--- config.mk ---
export PLATFORM = sky130hd
export DESIGN_NAME = truth_table_sequencer
export DESIGN_NICKNAME = d
export VERILOG_FILES = /design/src/rtl/truth_table_sequencer.sv
export SDC_FILE = /design/constraint.sdc
export NUM_CORES = 1
export LEC_CHECK = 0
export ABC_AREA = 0
export BUFFER_PORTS_ARGS = -buffer_cell sky130_fd_sc_hd__clkbuf_2
export CAP_MARGIN = 25
export CELL_PAD_IN_SITES_DETAIL_PLACEMENT = 1
export CELL_PAD_IN_SITES_GLOBAL_PLACEMENT = 1
export CORE_MARGIN = 2
export CORE_UTILIZATION = 40
export CTS_BUF_LIST = sky130_fd_sc_hd__clkbuf_8
export DETAILED_ROUTE_END_ITERATION = 16
export PLACE_DENSITY_LB_ADDON = 0.2
export SLEW_MARGIN = 10
export SYNTH_ARGS = -nofsm -noshare
export SYNTH_HDL_FRONTEND = slang
export SYNTH_SLANG_ARGS = --single-unit
export TNS_END_PERCENT = 20
--- constraint.sdc ---
create_clock -name clk -period 2.1 [get_ports clk]
set_clock_uncertainty 0.1 [all_clocks]
set_input_delay 0.42 -clock clk [delete_from_list [all_inputs] [get_ports clk]]
set_output_delay 0.42 -clock clk [all_outputs]
set_load 0.02 [all_outputs]
--- src/rtl/truth_table_sequencer.sv ---
// truth_table_sequencer: steps a/b through 00,01,10,11, captures gate y per vector and grades it.
// Optional macro TTS_FAIL_CNT_EN enables the saturating failed-run counter on o_fail_count.
`default_nettype none

module truth_table_sequencer #(
  parameter int DWELL_CYCLES = 4,
  parameter int CNT_W        = 8
) (
  input  logic             clk,
  input  logic             rst,
  input  logic             i_start,
  input  logic [2:0]       i_sel_in,
  input  logic             i_gate_y,
  output logic             o_a_out,
  output logic             o_b_out,
  output logic [2:0]       o_sel_out,
  output logic             o_busy,
  output logic             o_done,
  output logic [3:0]       o_table_out,
  output logic             o_pass,
  output logic [7:0]       o_fail_count
);

  localparam logic [CNT_W-1:0] C_CNT_LAST = CNT_W'(DWELL_CYCLES - 1);

  typedef enum logic [1:0] {
    S_IDLE = 2'd0,
    S_RUN  = 2'd1,
    S_DONE = 2'd2
  } state_t;

  state_t           r_state, w_state_nxt;
  logic [1:0]       r_vec, w_vec_nxt;
  logic [CNT_W-1:0] r_cnt, w_cnt_nxt;
  logic             r_a, w_a_nxt;
  logic             r_b, w_b_nxt;
  logic [2:0]       r_sel, w_sel_nxt;
  logic             r_busy, w_busy_nxt;
  logic             r_done, w_done_nxt;
  logic [3:0]       r_table, w_table_nxt;
  logic             r_pass, w_pass_nxt;

  logic             w_capture;
  logic             w_last;
  logic [3:0]       w_table_cap;
  logic             w_run_pass;

  function automatic logic [3:0] f_expected(input logic [2:0] sel);
    case (sel)
      3'b000:  f_expected = 4'b1000;
      3'b001:  f_expected = 4'b1110;
      3'b010:  f_expected = 4'b0011;
      3'b011:  f_expected = 4'b0111;
      3'b100:  f_expected = 4'b0001;
      3'b101:  f_expected = 4'b0110;
      3'b110:  f_expected = 4'b1001;
      default: f_expected = 4'b0000;
    endcase
  endfunction

  assign w_capture = (r_state == S_RUN) && (r_cnt == C_CNT_LAST);
  assign w_last    = w_capture && (r_vec == 2'd3);

  // Table including this cycle's sample, so the grade sees the final vector.
  always_comb begin
    w_table_cap        = r_table;
    w_table_cap[r_vec] = i_gate_y;
  end

  assign w_run_pass = (w_table_cap == f_expected(r_sel));

  always_comb begin
    w_state_nxt = r_state;
    w_vec_nxt   = r_vec;
    w_cnt_nxt   = r_cnt;
    w_a_nxt     = r_a;
    w_b_nxt     = r_b;
    w_sel_nxt   = r_sel;
    w_busy_nxt  = r_busy;
    w_done_nxt  = 1'b0;
    w_table_nxt = r_table;
    w_pass_nxt  = r_pass;
    case (r_state)
      S_IDLE: begin
        if (i_start) begin
          w_state_nxt = S_RUN;
          w_sel_nxt   = i_sel_in;
          w_table_nxt = 4'b0000;
          w_pass_nxt  = 1'b0;
          w_vec_nxt   = 2'd0;
          w_cnt_nxt   = '0;
          w_busy_nxt  = 1'b1;
          w_a_nxt     = 1'b0;
          w_b_nxt     = 1'b0;
        end
      end
      S_RUN: begin
        w_busy_nxt = 1'b1;
        w_cnt_nxt  = r_cnt + 1'b1;
        if (w_capture) begin
          w_table_nxt = w_table_cap;
          w_cnt_nxt   = '0;
          if (w_last) begin
            w_state_nxt = S_DONE;
            w_busy_nxt  = 1'b0;
            w_done_nxt  = 1'b1;
            w_a_nxt     = 1'b0;
            w_b_nxt     = 1'b0;
            w_pass_nxt  = w_run_pass;
          end else begin
            w_vec_nxt              = r_vec + 2'd1;
            {w_a_nxt, w_b_nxt}     = r_vec + 2'd1;
          end
        end
      end
      S_DONE: begin
        w_state_nxt = S_IDLE;
      end
      default: begin
        w_state_nxt = S_IDLE;
        w_busy_nxt  = 1'b0;
      end
    endcase
  end

  always_ff @(posedge clk or posedge rst) begin
    if (rst) begin
      r_state <= S_IDLE;
      r_vec   <= 2'd0;
      r_cnt   <= '0;
      r_a     <= 1'b0;
      r_b     <= 1'b0;
      r_sel   <= 3'b000;
      r_busy  <= 1'b0;
      r_done  <= 1'b0;
      r_table <= 4'b0000;
      r_pass  <= 1'b0;
    end else begin
      r_state <= w_state_nxt;
      r_vec   <= w_vec_nxt;
      r_cnt   <= w_cnt_nxt;
      r_a     <= w_a_nxt;
      r_b     <= w_b_nxt;
      r_sel   <= w_sel_nxt;
      r_busy  <= w_busy_nxt;
      r_done  <= w_done_nxt;
      r_table <= w_table_nxt;
      r_pass  <= w_pass_nxt;
    end
  end

`ifdef TTS_FAIL_CNT_EN
  logic [7:0] r_fail_cnt;

  always_ff @(posedge clk or posedge rst) begin
    if (rst) begin
      r_fail_cnt <= 8'd0;
    end else if (w_last && !w_run_pass && (r_fail_cnt != 8'hFF)) begin
      r_fail_cnt <= r_fail_cnt + 8'd1;
    end
  end

  assign o_fail_count = r_fail_cnt;
`else
  assign o_fail_count = 8'd0;
`endif

  assign o_a_out     = r_a;
  assign o_b_out     = r_b;
  assign o_sel_out   = r_sel;
  assign o_busy      = r_busy;
  assign o_done      = r_done;
  assign o_table_out = r_table;
  assign o_pass      = r_pass;

endmodule

`default_nettype wire

---- Yosys cells after proc, flatten, opt, wreduce, memory -nomap -nowiden ----
Cells that the tools add are included.
cells by class
  add/subtract/negate cells ............... 2
  $lt $le $gt $ge ......................... 2
  eq/ne operators ......................... 15
  mux-type cells .......................... 35
  bitwise operators ....................... 1
  reductions and logical operators ........ 13
operators by type and width
  cell                                                         count
  one-hot mux 4 bit (7 select lines)                           1
  2-to-1 mux 8 bit                                             2
  one-hot mux 8 bit (2 select lines)                           1
  2-to-1 mux 1 bit                                             14
  2-to-1 mux 2 bit                                             6
  equality test 3 bit (second input constant)                  3
  adder 8 x 1 -> 8 bit (second input constant)                 1
  equality test 8 x 2 -> 1 bit (second input constant)         1
  2-to-1 mux 4 bit                                             2
  inequality test 2 bit (second input constant)                4
  one-hot mux 2 bit (2 select lines)                           2
  one-hot mux 4 bit (2 select lines)                           1
  AND reduction 4 bit                                          2
  equality test 3 x 2 -> 1 bit (second input constant)         2
  one-hot mux 1 bit (2 select lines)                           3
  AND reduction 2 bit                                          3
  AND reduction 3 bit                                          2
  bitwise mux 4 bit                                            1
  equality test 2 bit (second input constant)                  2
  equality test 4 bit                                          1
  equality test 3 x 1 -> 1 bit (second input constant)         1
  logical AND 1 bit                                            3
  zero test 3 bit                                              1
  less-than comparator 2 x 3 -> 1 bit (second input constant)  1
  8 further kinds                                              8
word-level totals
  register bits ........................... 24
  bits of input ports ..................... 7
  output and inout bits ................... 20

---- Depth between registers and ports, before layout ----
  depth in word-level cells ............... 9
  gate-level depth with buffers ........... 6
  gate-level depth less buffers ........... 6

---- Worst setup path before layout ----
OpenSTA, ideal clock, no wires.
  kind .................................... register to register
  from .................................... reg r_cnt[0]
  to ...................................... reg r_a (netlist: o_a_out)
  library setup time ...................... 74 ps
  data arrival time ....................... 1,665 ps
  required time ........................... 1,926 ps
  slack ................................... 261 ps
  stages on the path, launching flop included .. 7
  path buffers ............................ 1
  cells stage by stage .................... dfrtp_1 > ha_1 > nor4b_4 > and4_2 > buf_2 > or4_4 > o21ai_2
on the way
  cells in the longest elaborated chain, start to end .. 6
  elaborated cells on any way between the ends .. 8
  those cells by class .................... 2 x eq/ne; 3 x mux; 3 x reduce/logical
RTL lines
  element                             line  RTL
  start, declared                     34    logic [CNT_W-1:0] r_cnt, w_cnt_nxt;
  start signal, assigned              141   r_cnt <= w_cnt_nxt;
  equality test 8 x 2 -> 1 bit (*)    61    assign w_capture = (r_state == S_RUN) && (r_cnt == C_CNT_LAST);
  logical AND 1 bit (*)               61
  logical AND 1 bit                   62    assign w_last = w_capture && (r_vec == 2'd3);
  2-to-1 mux 1 bit                    103   if (w_last) begin
  2-to-1 mux 1 bit                    100   if (w_capture) begin
  one-hot mux 1 bit (2 select lines)  83    case (r_state)
  end signal, assigned                142   r_a <= w_a_nxt;
  end, declared                       35    logic r_a, w_a_nxt;
Mark *: on every way between the ends. The rest lies on a longest branch, timed or not. The select of a mux whose other input is x is not followed.
A chain may end at the register's enable or synchronous reset.

---- Final worst setup path ----
Ends and elaborated chain as after synthesis.

==> summary.txt <==
Status
  • Status: finished, final reports clean

Power
  • Tot Pwr: 2.201 mW
  • Worst VDD drop: 685.9 µV
  • Leak: 0.7747 nW
  • Pwr dens: 1402 nW/µm²

Layout
  • Area growth syn-to-layout: 14.40%
  • Filler cell count: 397
  • Register area: 601.8 µm²
  • # diodes: 0
  • Fin nets: 173
  • Share of cells above drive strength 1: 26.88%
  • Cell area after layout: between 1500 and 2000 µm²
  • Footprint of the multi-input gates: 716.9 µm²
  • Share of the core filled with cells: approximately 47%
  • Post-Layout Cell Count: around 210

GRT
  • Total track usage: 17.57%
  • Largest net degree at the start of global routing: 25
  • Global-route wire length before repair: 5485 µm
  • Gr ovfl total: 0
  • Initial antenna violation count: 0
  • Number of global-route vias before repair: 1,165

Route
  • DRT antenna net count: 0
  • Mean routed wirelength per cell: 14.78 µm
  • WL final: roughly 3000 µm
  • Residual DRC: 0
  • First DRT Iteration DRCs: 66
  • Vias: 1,075
  • First drt pass iteration count: 4
  • Top layer reached by signal wires: met4
  • Vias per std cell: approximately 5.2
  • Met2 WL post-DR: 1557 µm
  • M1 WL: 1374 µm
  • Detail Route met3 WL: 63 µm

Floorplan
  • Height of the chip: ~63 µm
  • Row count: 21
  • Die Width: around 63 µm
  • Starting density of the core: 41.46%
  • Core Area: 3311 µm²
  • DIE AREA: 3916 µm²
  • Ports: 27

Clock tree
  • Hold_buf cts: 0
  • Clock slew at reported path FFs: 0.09 ns
  • H-tree lvl count: 1
  • CTS Sinks: 24
  • Clock Latency Late Sink: 0.27 ns
  • Clk root buf: clkbuf_8
  • Bufs on Longest Clock Path: 2
  • CTS tree: yes
  • CTS Buf Count: 3

Setup path
  • Critical Path End Type: register
  • Crit path from: r_cnt[0]
  • Reg2reg start: r_cnt[0]
  • R2r worst-path depth: 6
  • Type of the worst setup path: register to register
  • Worst setup SP type: register
  • Worst EP arrival: 2.07 ns
  • WP data required: 2.21 ns
  • Crit-path max FO: 8

Yosys
  • Synth warnings: 0
  • Number of flops mapped to enable cells by yosys: 0
  • Dominant cells by area after synthesis: dfrtp_1, ha_1, buf_4, nand2_1, xor2_1
  • Sequential fraction of the synthesis area: between 40% and 50%
  • Most used DFF post-synth: dfrtp_1
  • Cell taking the most area after synthesis: dfrtp_1
  • Ys async rst share: 100.0%
  • Average cell area after synthesis: ~10 µm²
  • Library cells used by synthesis: 40
  • Seq cells post-synth: 24
  • Post-Syn Instances: 136
  • Cell Area, Synth: roughly 1400 µm²
  • Top-area cell type share of the netlist area: 43.76%

Timing
  • Final period utilization: between 90% and 100%
  • Fmax: 509.7 MHz
  • Worst slew pin tran: 0.6647 ns
  • Min Tclk post-route: just under 2 ns
  • TNS Setup: 0 ns
  • Slew Limit Fails: 0
  • Relative slew margins: about 56%
  • RSZ-0062 raised after global routing: false
  • Setup-failing EPs final: 0
  • Fin. Hold Viols: 0

Placed design
  • Placed cell areas: 1504 µm²
  • GP Congestion: 0.8104
  • Detail Placement HPWL: about 2400 µm
  • IO Port Bufs: 18
  • Post-Place Cells: approximately 200

Min path
  • Min-delay worst type: primary input to asynchronous set/reset pin

Job
  • Max-capacitance violation count: 0
final timing paths:
| kind | end | slack [ns] |
|---|---|---|
| max in group asynchronous | r_cnt[0] | 1.58 |
| worst max-delay path | o_a_out | 0.14 |
| min in group clk | o_sel_out[1] | 0.25 |
| worst min-delay path | r_cnt[3] | 0.06 |
| worst max register to register | o_a_out | 0.14 |
| worst min register to register | o_b_out | 0.44 |
sequential cells by signal, summed over array words and instances, names as in the netlist:
signal and flops:
o_busy 1, r_vec 2, o_a_out 1, o_done 1, r_state 2, o_pass 1
o_table_out 4, o_sel_out 3, o_b_out 1, r_cnt 8
cells in the mapped netlist (4+ instances only):
library cell,instances
nand4_1,5
nor2_1,11
o21ai_0,8
buf_4,8
ha_1,5
xor2_1,6
dfrtp_1,24
nand2_1,14
mux2i_1,4
nor2b_1,4
inv_1,5
stage by stage:
stage | worst slack, ns | hold WS [ns]
2_1_floorplan | 0.2606 | 0.3346
3_3_place_gp | 0.1893 | 0.3638
3_5_place_dp | 0.04825 | 0.3729
4_1_cts | 0.03180 | 0.07505
5_1_grt | 0.02085 | 0.1033
6_report | 0.1381 | 0.06457
logic make-up (layout without fill, tap and decap cells):
| logic type | after synthesis | after routing | share of synthesized area [%] |
|---|---|---|---|
| AND/OR/NAND/NOR | 52 | 52 | 22.79 |
| multiplexers | 5 | 5 | 3.738 |
| buffers and inverters | 14 | 31 | 6.108 |
| AO/OA/AOI/OAI | 29 | 29 | 14.95 |
| adder cells (fa/ha/maj) | 5 | 5 | 4.558 |
| XOR/XNOR | 6 | 6 | 3.829 |
| flip-flops | 24 | 24 | 43.76 |
| other | 1 | 8 | 0.2732 |
critical path, cell delays in order (launching register included):
cell and delay [ns]:
dfrtp_2 0.45, ha_2 0.22, nor4b_4 0.14, buf_4 0.14, and4_2 0.26, or4_4 0.44, o21ai_2 0.13
power breakdown:
group	internal (mW)	total (mW)	switching (mW)
clock network	0.168	0.321	0.153
logic	0.447	1.03	0.585
registers	0.637	0.848	0.210
layout make-up:
cell class	instances	share of cell area, %
timing repair buffer	22	7.649
tap	46	3.665
multi-input combinational	105	45.66
inverter	5	1.195
sequential	24	38.33
clock buffer	4	3.506
placed cells by master, fill, tap and decap left out, types with 2 or more instances in the layout:
cell      count
a21o_1        3
a22o_1        2
and3_1        2
and4_2        3
buf_4         4
clkbuf_2     18
clkbuf_8      4
conb_1        8
dfrtp_1      23
ha_1          4
inv_1         5
mux2i_1       4
nand2_1      14
nand3_1       2
nand4_1       5
nor2_1       11
nor2b_1       4
o21a_1        3
o21ai_0       8
o21ai_2       2
o31ai_1       3
or3_1         2
xor2_1        6
timing repair:
item	4_1_cts	5_1_grt
endpoints found under the setup margin	0	2
buffers inserted	0	1
gates resized for setup	0	2
routing by layer:
metal / track usage, % / vias up
li1: - / 513
met1: 21.18 / 542
met2: 32.66 / 15
met3: 1.622 / 5
met4: 5.833 / 0
met5: 0 / -
(Power assumes the default switching activity.)
